## config.mk

```make
export PLATFORM = sky130hd
export DESIGN_NAME = cdb_arbiter_flat
export DESIGN_NICKNAME = d
export VERILOG_FILES = /design/src/rtl/cdb_pkg.sv /design/src/rtl/cdb_arbiter_if.sv /design/src/rtl/cdb_src_fifo.sv /design/src/rtl/cdb_arbiter.sv /design/src/flat_wrapper.sv
export SDC_FILE = /design/constraint.sdc
export NUM_CORES = 1
export LEC_CHECK = 0
export ABC_AREA = 0
export CELL_PAD_IN_SITES_DETAIL_PLACEMENT = 1
export CELL_PAD_IN_SITES_GLOBAL_PLACEMENT = 1
export CORE_UTILIZATION = 30
export CTS_BUF_LIST = sky130_fd_sc_hd__clkbuf_8
export DETAILED_ROUTE_END_ITERATION = 7
export GPL_TIMING_DRIVEN = 0
export PLACE_DENSITY = 0.67
export REMOVE_ABC_BUFFERS = 1
export SYNTH_ARGS = -nofsm -noshare
export SYNTH_HDL_FRONTEND = slang
export SYNTH_SLANG_ARGS = --single-unit
```

## constraint.sdc

```tcl
create_clock -name clk -period 5.9 [get_ports clk]
set_input_delay 1.77 -clock clk [delete_from_list [all_inputs] [get_ports clk]]
set_output_delay 1.77 -clock clk [all_outputs]
set_load 0.005 [all_outputs]
```

## src/rtl/cdb_pkg.sv

```systemverilog
// -----------------------------------------------------------------------------
// cdb_pkg
//   Shared definitions for the Common Data Bus arbiter slice:
//   - default width / size constants used as parameter defaults
//   - cdb_pkt_t : one broadcast result {tag, data, dest_reg} at default widths
//   - rr_next() : round-robin successor of a source index
//   No ports (package).
// -----------------------------------------------------------------------------
package cdb_pkg;

  localparam int CDB_DATA_WIDTH          = 32;
  localparam int CDB_PHYS_REG_ADDR_WIDTH = 6;
  localparam int CDB_TAG_WIDTH           = 3;
  localparam int CDB_NUM_SRC             = 4;
  localparam int CDB_NUM_LANES           = 3;
  localparam int CDB_FIFO_DEPTH          = 2;

  typedef struct packed {
    logic [CDB_TAG_WIDTH-1:0]           tag;
    logic [CDB_DATA_WIDTH-1:0]          data;
    logic [CDB_PHYS_REG_ADDR_WIDTH-1:0] dest_reg;
  } cdb_pkt_t;

  // Index of the source following 'ptr' in a ring of 'num_src' sources.
  function automatic int unsigned rr_next(input int unsigned ptr,
                                          input int unsigned num_src);
    return (ptr + 1 >= num_src) ? 0 : ptr + 1;
  endfunction

endpackage

```

## src/rtl/cdb_arbiter_if.sv

```systemverilog
// -----------------------------------------------------------------------------
// cdb_arbiter_if
//   Producer-side handshake bundle and CDB broadcast lanes of the arbiter.
//   Signals:
//     src_valid_i / src_ready_o      per-producer valid/ready handshake
//     src_tag_i / src_data_i /
//     src_dest_reg_i                 per-producer result payload
//     cdb_valid_o                    per-lane broadcast valid (one-cycle pulse)
//     cdb_tag_o / cdb_data_o /
//     cdb_dest_reg_o / cdb_src_id_o  per-lane broadcast payload and winner id
//   Modports:
//     master : producers and CDB listeners (drive src_*, observe cdb_*)
//     slave  : the arbiter
// -----------------------------------------------------------------------------
interface cdb_arbiter_if
  import cdb_pkg::*;
#(
  parameter int DATA_WIDTH          = CDB_DATA_WIDTH,
  parameter int PHYS_REG_ADDR_WIDTH = CDB_PHYS_REG_ADDR_WIDTH,
  parameter int TAG_WIDTH           = CDB_TAG_WIDTH,
  parameter int NUM_SRC             = CDB_NUM_SRC,
  parameter int NUM_LANES           = CDB_NUM_LANES
) ();

  localparam int SRC_ID_W = $clog2(NUM_SRC);

  logic [NUM_SRC-1:0]                                src_valid_i;
  logic [NUM_SRC-1:0]                                src_ready_o;
  logic [NUM_SRC-1:0][TAG_WIDTH-1:0]                 src_tag_i;
  logic [NUM_SRC-1:0][DATA_WIDTH-1:0]                src_data_i;
  logic [NUM_SRC-1:0][PHYS_REG_ADDR_WIDTH-1:0]       src_dest_reg_i;

  logic [NUM_LANES-1:0]                              cdb_valid_o;
  logic [NUM_LANES-1:0][TAG_WIDTH-1:0]               cdb_tag_o;
  logic [NUM_LANES-1:0][DATA_WIDTH-1:0]              cdb_data_o;
  logic [NUM_LANES-1:0][PHYS_REG_ADDR_WIDTH-1:0]     cdb_dest_reg_o;
  logic [NUM_LANES-1:0][SRC_ID_W-1:0]                cdb_src_id_o;

  modport master (
    output src_valid_i, src_tag_i, src_data_i, src_dest_reg_i,
    input  src_ready_o,
    input  cdb_valid_o, cdb_tag_o, cdb_data_o, cdb_dest_reg_o, cdb_src_id_o
  );

  modport slave (
    input  src_valid_i, src_tag_i, src_data_i, src_dest_reg_i,
    output src_ready_o,
    output cdb_valid_o, cdb_tag_o, cdb_data_o, cdb_dest_reg_o, cdb_src_id_o
  );

endinterface

```

## src/rtl/cdb_src_fifo.sv

```systemverilog
// -----------------------------------------------------------------------------
// cdb_src_fifo
//   Small per-producer result FIFO. Pointers wrap naturally; a separate count
//   (one bit wider than the pointers) distinguishes full from empty.
//   A push into a full FIFO is ignored even when the same cycle pops, so there
//   is no pass-through path. flush_i empties the FIFO and discards the pushes
//   and pops of that cycle.
//   Ports:
//     clk, reset   clock, synchronous active-low reset
//     push_i       write pkt_i at the tail (ignored when full)
//     pkt_i        packet to write
//     pop_i        drop the head entry (ignored when empty)
//     flush_i      discard all entries
//     pkt_o        current head entry
//     empty_o      no entries (from registered count)
//     full_o       DEPTH entries (from registered count)
// -----------------------------------------------------------------------------
module cdb_src_fifo #(
  parameter int DEPTH = 2,
  parameter int WIDTH = 41
) (
  input  logic             clk,
  input  logic             reset,
  input  logic             push_i,
  input  logic [WIDTH-1:0] pkt_i,
  input  logic             pop_i,
  input  logic             flush_i,
  output logic [WIDTH-1:0] pkt_o,
  output logic             empty_o,
  output logic             full_o
);

  localparam int PTR_W = $clog2(DEPTH);
  localparam int CNT_W = PTR_W + 1;

  logic [WIDTH-1:0] mem_q [DEPTH];
  logic [PTR_W-1:0] wr_ptr_q;
  logic [PTR_W-1:0] rd_ptr_q;
  logic [CNT_W-1:0] count_q;
  logic             do_push;
  logic             do_pop;

  assign empty_o = (count_q == '0);
  assign full_o  = (count_q == CNT_W'(DEPTH));
  assign do_push = push_i & ~full_o;
  assign do_pop  = pop_i & ~empty_o;
  assign pkt_o   = mem_q[rd_ptr_q];

  // NOTE: sequential state uses non-blocking (<=) so every flop samples the
  // pre-edge values of the others, independent of statement order.
  always_ff @(posedge clk) begin
    if (!reset) begin
      wr_ptr_q <= '0;
      rd_ptr_q <= '0;
      count_q  <= '0;
    end else if (flush_i) begin
      wr_ptr_q <= '0;
      rd_ptr_q <= '0;
      count_q  <= '0;
    end else begin
      if (do_push) wr_ptr_q <= wr_ptr_q + 1'b1;
      if (do_pop)  rd_ptr_q <= rd_ptr_q + 1'b1;
      case ({do_push, do_pop})
        2'b10:   count_q <= count_q + 1'b1;
        2'b01:   count_q <= count_q - 1'b1;
        default: count_q <= count_q;
      endcase
    end
  end

  // NOTE: the storage array has no reset; an entry is only ever read after
  // it has been written, since reads are qualified by the reset count.
  always_ff @(posedge clk) begin
    if (do_push) mem_q[wr_ptr_q] <= pkt_i;
  end

endmodule

```

## src/rtl/cdb_arbiter.sv

```systemverilog
// -----------------------------------------------------------------------------
// cdb_arbiter
//   Common Data Bus arbiter. NUM_SRC producers each feed a cdb_src_fifo; every
//   cycle a round-robin scan starting at rr_ptr grants up to NUM_LANES
//   non-empty FIFO heads. The n-th winner in scan order is registered onto
//   lane n; unused lanes are driven all-zero. rr_ptr moves past the last
//   winner. Lanes update every cycle (one-cycle valid pulse per broadcast).
//   Ports:
//     clk, reset           clock, synchronous active-low reset
//     flush_i              discard all buffered results (rr_ptr kept)
//     bus (slave)          producer handshake + CDB lanes, see cdb_arbiter_if
//     perf_conflict_cnt_o  [CDB_ARB_PERF_EN only] saturating count of cycles
//                          with more than NUM_LANES non-empty FIFOs
//   Build option: define CDB_ARB_PERF_EN to add the conflict counter.
// -----------------------------------------------------------------------------
module cdb_arbiter
  import cdb_pkg::*;
#(
  parameter int DATA_WIDTH          = CDB_DATA_WIDTH,
  parameter int PHYS_REG_ADDR_WIDTH = CDB_PHYS_REG_ADDR_WIDTH,
  parameter int TAG_WIDTH           = CDB_TAG_WIDTH,
  parameter int NUM_SRC             = CDB_NUM_SRC,
  parameter int NUM_LANES           = CDB_NUM_LANES,
  parameter int FIFO_DEPTH          = CDB_FIFO_DEPTH
) (
  input  logic        clk,
  input  logic        reset,
  input  logic        flush_i,
  cdb_arbiter_if.slave bus
`ifdef CDB_ARB_PERF_EN
  ,
  output logic [31:0] perf_conflict_cnt_o
`endif
);

  localparam int SRC_ID_W   = $clog2(NUM_SRC);
  localparam int LANE_CNT_W = $clog2(NUM_LANES + 1);

  typedef struct packed {
    logic [TAG_WIDTH-1:0]           tag;
    logic [DATA_WIDTH-1:0]          data;
    logic [PHYS_REG_ADDR_WIDTH-1:0] dest_reg;
  } pkt_t;

  localparam int PKT_W = $bits(pkt_t);

  // ---------------------------------------------------------------------------
  // Per-source FIFOs
  // ---------------------------------------------------------------------------
  pkt_t               src_pkt  [NUM_SRC];
  pkt_t               head_pkt [NUM_SRC];
  logic [NUM_SRC-1:0] fifo_empty;
  logic [NUM_SRC-1:0] fifo_full;
  logic [NUM_SRC-1:0] push;
  logic [NUM_SRC-1:0] grant;

  // Ready depends only on registered counts plus the flush/reset inputs, so
  // producers never see a combinational path from the arbitration.
  assign bus.src_ready_o = ~fifo_full & {NUM_SRC{reset & ~flush_i}};
  assign push            = bus.src_valid_i & bus.src_ready_o;

  for (genvar g = 0; g < NUM_SRC; g++) begin : g_src
    assign src_pkt[g] = '{tag:      bus.src_tag_i[g],
                          data:     bus.src_data_i[g],
                          dest_reg: bus.src_dest_reg_i[g]};

    cdb_src_fifo #(
      .DEPTH (FIFO_DEPTH),
      .WIDTH (PKT_W)
    ) u_fifo (
      .clk     (clk),
      .reset   (reset),
      .push_i  (push[g]),
      .pkt_i   (src_pkt[g]),
      .pop_i   (grant[g]),
      .flush_i (flush_i),
      .pkt_o   (head_pkt[g]),
      .empty_o (fifo_empty[g]),
      .full_o  (fifo_full[g])
    );
  end

  // ---------------------------------------------------------------------------
  // Round-robin multi-grant arbitration (from registered FIFO state)
  // ---------------------------------------------------------------------------
  logic [SRC_ID_W-1:0]                 rr_ptr_q;
  logic [SRC_ID_W-1:0]                 rr_ptr_d;
  logic [NUM_LANES-1:0]                lane_vld_d;
  logic [NUM_LANES-1:0][SRC_ID_W-1:0]  lane_id_d;
  pkt_t                                lane_pkt_d [NUM_LANES];

  always_comb begin
    logic [SRC_ID_W:0]     pos;
    logic [SRC_ID_W-1:0]   idx;
    logic [LANE_CNT_W-1:0] n_win;
    // NOTE: every variable written here gets a default first, so no path
    // leaves it unassigned and no latch is inferred.
    grant      = '0;
    lane_vld_d = '0;
    lane_id_d  = '0;
    for (int l = 0; l < NUM_LANES; l++) lane_pkt_d[l] = '0;
    rr_ptr_d   = rr_ptr_q;
    pos        = '0;
    idx        = '0;
    n_win      = '0;

    for (int k = 0; k < NUM_SRC; k++) begin
      // Scan position k maps to source (rr_ptr + k) mod NUM_SRC.
      pos = {1'b0, rr_ptr_q} + (SRC_ID_W + 1)'(k);
      if (pos >= (SRC_ID_W + 1)'(NUM_SRC)) pos = pos - (SRC_ID_W + 1)'(NUM_SRC);
      idx = pos[SRC_ID_W-1:0];

      if (!fifo_empty[idx] && (n_win < LANE_CNT_W'(NUM_LANES))) begin
        grant[idx] = 1'b1;
        // The n-th winner lands on lane n; constant lane indices keep the
        // selection a plain mux per lane.
        for (int l = 0; l < NUM_LANES; l++) begin
          if (n_win == LANE_CNT_W'(l)) begin
            lane_vld_d[l] = 1'b1;
            lane_id_d[l]  = idx;
            lane_pkt_d[l] = head_pkt[idx];
          end
        end
        rr_ptr_d = SRC_ID_W'(rr_next(32'(idx), NUM_SRC));
        n_win    = n_win + 1'b1;
      end
    end
  end

  // ---------------------------------------------------------------------------
  // Registered CDB lanes and round-robin pointer
  // ---------------------------------------------------------------------------
  logic [NUM_LANES-1:0]               cdb_valid_q;
  logic [NUM_LANES-1:0][SRC_ID_W-1:0] lane_id_q;
  pkt_t                               lane_pkt_q [NUM_LANES];

  always_ff @(posedge clk) begin
    if (!reset) begin
      rr_ptr_q    <= '0;
      cdb_valid_q <= '0;
      lane_id_q   <= '0;
      for (int l = 0; l < NUM_LANES; l++) lane_pkt_q[l] <= '0;
    end else if (flush_i) begin
      // The pops of a flush cycle are discarded, so the pointer stays put.
      cdb_valid_q <= '0;
      lane_id_q   <= '0;
      for (int l = 0; l < NUM_LANES; l++) lane_pkt_q[l] <= '0;
    end else begin
      rr_ptr_q    <= rr_ptr_d;
      cdb_valid_q <= lane_vld_d;
      lane_id_q   <= lane_id_d;
      for (int l = 0; l < NUM_LANES; l++) lane_pkt_q[l] <= lane_pkt_d[l];
    end
  end

  always_comb begin
    bus.cdb_valid_o  = cdb_valid_q;
    bus.cdb_src_id_o = lane_id_q;
    bus.cdb_tag_o      = '0;
    bus.cdb_data_o     = '0;
    bus.cdb_dest_reg_o = '0;
    for (int l = 0; l < NUM_LANES; l++) begin
      bus.cdb_tag_o[l]      = lane_pkt_q[l].tag;
      bus.cdb_data_o[l]     = lane_pkt_q[l].data;
      bus.cdb_dest_reg_o[l] = lane_pkt_q[l].dest_reg;
    end
  end

`ifdef CDB_ARB_PERF_EN
  // ---------------------------------------------------------------------------
  // Conflict counter: cycles where demand exceeds the lane count (pre-pop).
  // Survives flush; saturates rather than wrapping.
  // ---------------------------------------------------------------------------
  localparam int BUSY_W = $clog2(NUM_SRC + 1);

  logic [BUSY_W-1:0] n_busy;
  logic [31:0]       perf_q;

  always_comb begin
    n_busy = '0;
    for (int k = 0; k < NUM_SRC; k++) begin
      n_busy = n_busy + BUSY_W'(!fifo_empty[k]);
    end
  end

  always_ff @(posedge clk) begin
    if (!reset) begin
      perf_q <= '0;
    end else if ((n_busy > BUSY_W'(NUM_LANES)) && (perf_q != 32'hFFFF_FFFF)) begin
      perf_q <= perf_q + 32'd1;
    end
  end

  assign perf_conflict_cnt_o = perf_q;
`endif

endmodule

```

## src/flat_wrapper.sv

```systemverilog
// flat-port wrapper written by rule: the top's interface ports become plain ports
module cdb_arbiter_flat import cdb_pkg::*;
#(
  parameter int DATA_WIDTH          = CDB_DATA_WIDTH,
  parameter int PHYS_REG_ADDR_WIDTH = CDB_PHYS_REG_ADDR_WIDTH,
  parameter int TAG_WIDTH           = CDB_TAG_WIDTH,
  parameter int NUM_SRC             = CDB_NUM_SRC,
  parameter int NUM_LANES           = CDB_NUM_LANES,
  parameter int FIFO_DEPTH          = CDB_FIFO_DEPTH
)
  (clk, reset, flush_i, bus_src_valid_i, bus_src_tag_i, bus_src_data_i, bus_src_dest_reg_i, bus_src_ready_o, bus_cdb_valid_o, bus_cdb_tag_o, bus_cdb_data_o, bus_cdb_dest_reg_o, bus_cdb_src_id_o);
  cdb_arbiter_if #(.DATA_WIDTH(DATA_WIDTH), .PHYS_REG_ADDR_WIDTH(PHYS_REG_ADDR_WIDTH), .TAG_WIDTH(TAG_WIDTH), .NUM_SRC(NUM_SRC), .NUM_LANES(NUM_LANES)) bus_i ();
  input  logic clk;
  input  logic reset;
  input  logic flush_i;
  input wire logic [$bits(bus_i.src_valid_i)-1:0] bus_src_valid_i;
  input wire logic [$bits(bus_i.src_tag_i)-1:0] bus_src_tag_i;
  input wire logic [$bits(bus_i.src_data_i)-1:0] bus_src_data_i;
  input wire logic [$bits(bus_i.src_dest_reg_i)-1:0] bus_src_dest_reg_i;
  output wire logic [$bits(bus_i.src_ready_o)-1:0] bus_src_ready_o;
  output wire logic [$bits(bus_i.cdb_valid_o)-1:0] bus_cdb_valid_o;
  output wire logic [$bits(bus_i.cdb_tag_o)-1:0] bus_cdb_tag_o;
  output wire logic [$bits(bus_i.cdb_data_o)-1:0] bus_cdb_data_o;
  output wire logic [$bits(bus_i.cdb_dest_reg_o)-1:0] bus_cdb_dest_reg_o;
  output wire logic [$bits(bus_i.cdb_src_id_o)-1:0] bus_cdb_src_id_o;
  assign bus_i.src_valid_i = bus_src_valid_i;
  assign bus_i.src_tag_i = bus_src_tag_i;
  assign bus_i.src_data_i = bus_src_data_i;
  assign bus_i.src_dest_reg_i = bus_src_dest_reg_i;
  assign bus_src_ready_o = bus_i.src_ready_o;
  assign bus_cdb_valid_o = bus_i.cdb_valid_o;
  assign bus_cdb_tag_o = bus_i.cdb_tag_o;
  assign bus_cdb_data_o = bus_i.cdb_data_o;
  assign bus_cdb_dest_reg_o = bus_i.cdb_dest_reg_o;
  assign bus_cdb_src_id_o = bus_i.cdb_src_id_o;
  cdb_arbiter #(.DATA_WIDTH(DATA_WIDTH), .PHYS_REG_ADDR_WIDTH(PHYS_REG_ADDR_WIDTH), .TAG_WIDTH(TAG_WIDTH), .NUM_SRC(NUM_SRC), .NUM_LANES(NUM_LANES), .FIFO_DEPTH(FIFO_DEPTH)) u_core (.clk(clk), .reset(reset), .flush_i(flush_i), .bus(bus_i));
endmodule
```

* Yosys cells after proc, flatten, opt, wreduce, memory -nomap -nowiden
Memories as Yosys holds them, arrays and structs flattened. A register that Yosys moved wholly into a read port is not among the register bits.
Index checks and enable logic that the tools add are counted.
** Word-level totals
- Memories kept :: 5
- Logic and storage cells :: 270
- RAM bits :: 451
- Register bits after elaboration :: 27
- Output and inout port bits :: 136
** Memories
- u_core.lane_pkt_q :: depth 3, width 41, rd ports 3, clocked after memory_dff 0, write ports 3, line cdb_arbiter.sv:135 : pkt_t lane_pkt_q [NUM_LANES];
- u_core.g_src[0].u_fifo.mem_q :: depth 2, width 41, rd ports 1, clocked after memory_dff 1, write ports 1, line cdb_src_fifo.sv:36 : logic [WIDTH-1:0] mem_q [DEPTH];
- u_core.g_src[1].u_fifo.mem_q :: depth 2, width 41, rd ports 1, clocked after memory_dff 1, write ports 1, line cdb_src_fifo.sv:36
- u_core.g_src[2].u_fifo.mem_q :: depth 2, width 41, rd ports 1, clocked after memory_dff 1, write ports 1, line cdb_src_fifo.sv:36
- u_core.g_src[3].u_fifo.mem_q :: depth 2, width 41, rd ports 1, clocked after memory_dff 1, write ports 1, line cdb_src_fifo.sv:36
** Cells by class
- Equality and inequality tests :: 19
- Add/sub/neg operators :: 29
- Bitwise gates (word level) :: 35
- Reductions and logical operators :: 23
- Order comparisons :: 23
- Multiplexer cells :: 119
** Operator list (number)
- two-way mux 41 bit :: 24
- two-way mux 123 bit :: 3
- binary-select mux 41 bit (select 2 bit) :: 4
- two-way mux 2 bit :: 24
- two-way mux 1 bit :: 42
- >= comparator 3 bit, second input constant :: 11
- equality test 2 bit, second input constant :: 10
- two-way mux 6 bit :: 3
- two-way mux 4 bit :: 4
- case mux 2 bit (2 select lines) :: 4
- subtractor 2 x 1 -> 2 bit, second input constant :: 8
- adder 2 x 1 -> 3 bit, second input constant :: 5
- logical NOT 2 bit :: 7
- equality test 2 x 1 -> 1 bit, second input constant :: 6
- < comparator 2 x 3 -> 1 bit, second input constant :: 4
- NOT 2 -> 3 bit :: 4
- OR 4 bit :: 3
- adder 2 x 1 -> 2 bit, second input constant :: 5
- NOT 1 bit :: 10
- bitwise AND 1 bit :: 9
- two-way mux 3 bit :: 3
- adder 1 bit, second input constant :: 8
- bitwise AND 4 bit :: 2
- binary-select mux 1 bit (select 2 bit) :: 4
- 17 further kinds :: 41

* Longest topological paths before layout
- Depth after elaboration :: 17
- Depth in mapped cells :: 19
- Gate-level depth less buffers :: 14

* By module
From an unflattened synthesis, not the netlist that was laid out.
** Second synthesis, totals
- Cell total of the unflattened synthesis :: 1639
- Area, all modules :: 24594.8 um2
** By module, submodules not included
- cdb_src_fifo :: instances 4, cells each 155, area each 3178.0 um2, seq. area each 2562.5 um2
- cdb_arbiter :: instances 1, cells each 1019, area each 11882.6 um2, seq. area each 3913.8 um2

* Worst setup path after synthesis
No wires, ideal clock.
- Kind :: input to register
- From :: input port flush_i
- To :: memory u_core.g_src[0].u_fifo.mem_q[0][0] (enable)
- Setup slack :: 1.332 ns
- Stages on the path :: 5
- Setup time :: 0.439 ns
- Required time :: 5.461 ns
- Path buffers :: 1
- Data arrival time :: 4.128 ns
- Cells stage by stage :: nand2b_1 > clkbuf_1 > a21oi_1 > nand2_1 > nor2_1
** Between the ends
- Cells in the longest elaborated chain, start to end :: 7
** Ends and longest elaborated chain
- from (decl) :: line flat_wrapper.sv:15 : input logic flush_i;
- NOT 1 bit :: line cdb_arbiter.sv:59 : assign bus.src_ready_o = ~fifo_full & {NUM_SRC{reset & ~flush_i}};
- bitwise AND 1 bit :: line cdb_arbiter.sv:59
- bitwise AND 4 bit :: line cdb_arbiter.sv:59
- net bus_src_ready_o[0] :: line flat_wrapper.sv:20 : output wire logic [$bits(bus_i.src_ready_o)-1:0] bus_src_ready_o;
- bitwise AND 4 bit :: line cdb_arbiter.sv:60 : assign push = bus.src_valid_i & bus.src_ready_o;
- bitwise AND 1 bit :: line cdb_src_fifo.sv:45 : assign do_push = push_i & ~full_o;
- two-way mux 1 bit :: line cdb_src_fifo.sv:74 : if (do_push) mem_q[wr_ptr_q] <= pkt_i;
- two-way mux 1 bit (implied by the code) :: line cdb_src_fifo.sv:74
- to (decl) :: line cdb_src_fifo.sv:36
The timed path passes the listed nets, and every way through them passes these cells.

* Worst setup path after layout
- From :: input port reset
- To :: output port bus_src_ready_o[2]
** Between the ends
- Cells in the longest elaborated chain, start to end :: 2
** Ends and longest elaborated chain
- from (decl) :: line flat_wrapper.sv:14 : input logic reset;
- bitwise AND 1 bit :: line cdb_arbiter.sv:59
- bitwise AND 4 bit :: line cdb_arbiter.sv:59
- to (decl) :: line flat_wrapper.sv:20
No other way between the ends.

==> qor.txt <==
========================================================================================
Result of the run .........................................................    completed
Portion of synthesized cell area occupied by the leading cell type ........       56.43%
Global-route wire length before repair ....................................     125.1 mm
Endpoints failing setup ...................................................            0
Placer Congestion .........................................................       0.7728
Layout cell share with drive strength beyond 1 ............................       15.57%
Via count .................................................................        17230
Setup slack at placement ..................................................   -0.8135 ns
Final setup skew ..........................................................   0.03754 ns
Number of synthesized flops with an enable pin ............................          451
Leakage power total .......................................................     10.66 nW
Largest buffer count on any clock path ....................................            3
Final Routed Wirelength ...................................................     87.22 mm
Critical Path AT ..........................................................      3.99 ns
Final-stage net count .....................................................         2306
First-pass iteration count of the detailed router .........................            5
Synth cell count leaders .................................................. sky130_fd_sc_hd__edfxtp_1 (451), sky130_fd_sc_hd__mux2i_1 (288), sky130_fd_sc_hd__nor2_1 (131)
Standard-cell rows ........................................................          103
Count of synthesis-stage warnings from yosys ..............................            0
Later-pin clock latency in the skew report ................................      0.68 ns
WS Path Type .............................................................. primary input to primary output
Type of element launching the critical path ............................... primary input
Area taken by flip-flops and latches ......................................  0.01418 mm²
Fin Setup TNS .............................................................         0 ns
Pins Over Slew Limit ......................................................            0
Register clock-pin slew on the reported worst setup and hold paths ........      0.06 ns
Relative slew slack .......................................................       25.01%
# port buffers ............................................................          306
Initial standard-cell utilization of the core .............................       30.33%
Share of synthesized flip-flops with an asynchronous set or reset .........           0%
Crit. End Element ......................................................... primary output
Maximum ir drop on the vdd rail ...........................................  0.0002146 V
Worst-Margin Slew .........................................................     1.123 ns
Cell types with the largest area share after synthesis .................... sky130_fd_sc_hd__edfxtp_1 (56%), sky130_fd_sc_hd__mux2i_1 (12%), sky130_fd_sc_hd__mux4_2 (8.1%)
Footprint of the multi-input gates ........................................ 0.009728 mm²
Signed area change from the synthesized netlist to the final layout .......       30.71%
Chip Width ................................................................     284.8 µm
Cell variety after synth ..................................................           62
Crit path setup slack, layout .............................................    0.1404 ns
Synth Register Bits .......................................................          482
Avg WL per Cell ...........................................................     26.88 µm
CTS tree ..................................................................        built
DRC violations left .......................................................            0
Count leader, synth ....................................................... sky130_fd_sc_hd__edfxtp_1
Portion of the clock cycle consumed by the worst path in the final layout .       97.62%
Count of routing violations after the opening detailed-route iteration ....         1169
Number of primary I/O pins ................................................          307
Overall routing resource usage ............................................       21.22%
Clock sink count ..........................................................          482
Post-DP HPWL ..............................................................     57.88 mm
Core Region ...............................................................  0.07913 mm²
Proportion of synthesized chip area in sequential cells ...................       59.02%
Via/cell ratio ............................................................        5.310
Share of the core filled with cells .......................................       39.64%
Endpoint required time on the critical path ...............................      4.13 ns
Area of the die ...........................................................  0.08113 mm²
Top fanout value on the critical path .....................................           47
Average cell area after synthesis .........................................    14.24 µm²
Number of max-cap violations ..............................................            0
Vias in the first global route ............................................        18610
Top cell type by total area after synthesis ............................... sky130_fd_sc_hd__edfxtp_1
Instance count of the mapped netlist ......................................         1685
Congestion Overflow GR ....................................................            0
Dominant synthesized flop cell ............................................ sky130_fd_sc_hd__edfxtp_1
Total CTS buffers .........................................................           87
Number of nets with antenna violations after routing ......................            0
Setup repair after global routing missed its margin .......................           no
Number of inserted filler cells in the final layout .......................         8285
Cell at the root of the clock tree ........................................ sky130_fd_sc_hd__clkbuf_8
Areal power density over the cells ........................................ 270.8 mW/mm²
Total standard cell area after synthesis ..................................  0.02400 mm²
Die Ht ....................................................................     284.8 µm
Max Fclk ..................................................................    173.6 MHz
CTS H-Tree Depth ..........................................................            3
Final Hold Violating Endpoints ............................................            0
Largest net degree at the start of global routing .........................           56
Min Tclk post-route .......................................................     5.760 ns
Class of the worst hold path .............................................. flip-flop to flip-flop
Antenna violations before repair ..........................................           12
========================================================================================
-- cell usage in the layout, fill, tap and decap left out, types with 41 or more instances in the layout --
cell type,n
sky130_fd_sc_hd__a211oi_1,83
sky130_fd_sc_hd__a211oi_2,41
sky130_fd_sc_hd__a21oi_1,69
sky130_fd_sc_hd__clkbuf_8,91
sky130_fd_sc_hd__clkdlybuf4s50_1,306
sky130_fd_sc_hd__conb_1,123
sky130_fd_sc_hd__edfxtp_1,451
sky130_fd_sc_hd__mux2i_1,288
sky130_fd_sc_hd__mux4_2,86
sky130_fd_sc_hd__nand2_1,56
sky130_fd_sc_hd__nor2_1,123
sky130_fd_sc_hd__nor2b_1,42
sky130_fd_sc_hd__nor3_1,46
sky130_fd_sc_hd__o22ai_1,42
-- worst paths after layout --
kind	startpoint	slack, ns	cells after the start	endpoint
worst min register to register	u_core.g_src[1].u_fifo.count_q[1]$_SDFFE_PN0P_	0.57	2	u_core.g_src[1].u_fifo.count_q[1]$_SDFFE_PN0P_
worst min-delay path	u_core.g_src[1].u_fifo.count_q[1]$_SDFFE_PN0P_	0.57	2	u_core.g_src[1].u_fifo.count_q[1]$_SDFFE_PN0P_
worst max register to register	u_core.g_src[3].u_fifo.count_q[1]$_SDFFE_PN0P_	0.30	12	u_core.g_src[3].u_fifo.count_q[1]$_SDFFE_PN0P_
worst max-delay path	reset	0.14	5	bus_src_ready_o[2]
-- layout make-up --
cell class,instances,share of cell area [%]
sequential,482,45.21
multi-input combinational,1170,31.01
timing repair buffer,365,13.69
tap,1050,4.188
clock buffer,91,3.992
clock inverter,67,1.635
inverter,15,0.2313
antenna,5,0.03989
-- critical path: stages --
cell and delay, ns:
sky130_fd_sc_hd__clkdlybuf4s50_1 0.63, sky130_fd_sc_hd__nand2b_4 0.34, sky130_fd_sc_hd__buf_16 0.33, sky130_fd_sc_hd__a21oi_1 0.23
sky130_fd_sc_hd__clkdlybuf4s50_1 0.66
-- what timing repair did --
action | 4_1_cts | 5_1_grt
pin swaps | 2 | 0
setup buffers | 3 | 2
setup endpoints to repair | 136 | 34
gates cloned | 1 | 0
resized for setup | 2 | 1
hold buffers | 0 | 0
-- flip-flops by register name, indices dropped and copies added (netlist names), named ones only --
| register | cells |
|---|---|
| u_core.g_src.u_fifo.rd_ptr_q | 4 |
| u_core.g_src.u_fifo.mem_q | 328 |
| u_core.g_src.u_fifo.count_q | 8 |
| u_core.bus.cdb_valid_o | 3 |
| u_core.lane_pkt_q | 123 |
| u_core.rr_ptr_q | 2 |
| u_core.bus.cdb_src_id_o | 6 |
| u_core.g_src.u_fifo.wr_ptr_q | 4 |
-- where the power goes --
part           switching [mW]  leakage (nW)  internal (mW)  total (mW)
logic                   0.751          5.16          0.615        1.37
registers              0.0473          4.51           3.83        3.88
clock network            1.46         0.989           1.79        3.25
total                    2.26          10.7           6.24        8.50
-- cells by family after synthesis --
group / Yosys count / synth area share (%)
mux: 376 / 20.29
simple gates: 348 / 6.976
flops: 482 / 59.02
other cells: 1 / 0.01563
xor+xnor: 13 / 0.4744
fa+ha+maj: 14 / 0.7299
compound gates: 295 / 9.358
buf+inv: 156 / 3.144
-- per-stage QoR --
stage / power, mW / instance area [µm²] / std cells / hold slack [ns]
floorplan: 4.713 / 23770 / 1666 / 0.4905
global placement: 5.253 / 28140 / 3022 / 0.5134
detailed placement: 5.287 / 29490 / 3076 / 0.5363
CTS: 8.604 / 31340 / 3238 / 0.5457
global route: 8.824 / 31370 / 3245 / 0.5933
finish: 8.496 / 31370 / 3245 / 0.5651
-- routing by layer --
metal | global-route usage (%) | wire (µm) | up-vias
li1 | - | - | 7471
met2 | 35.66 | 42890 | 637
met1 | 26.97 | 36240 | 8934
met4 | 8.575 | 2601 | 12
met5 | 0 | 92 | -
met3 | 3.808 | 5399 | 176
Note: power is estimated with default switching activity, not from simulation.
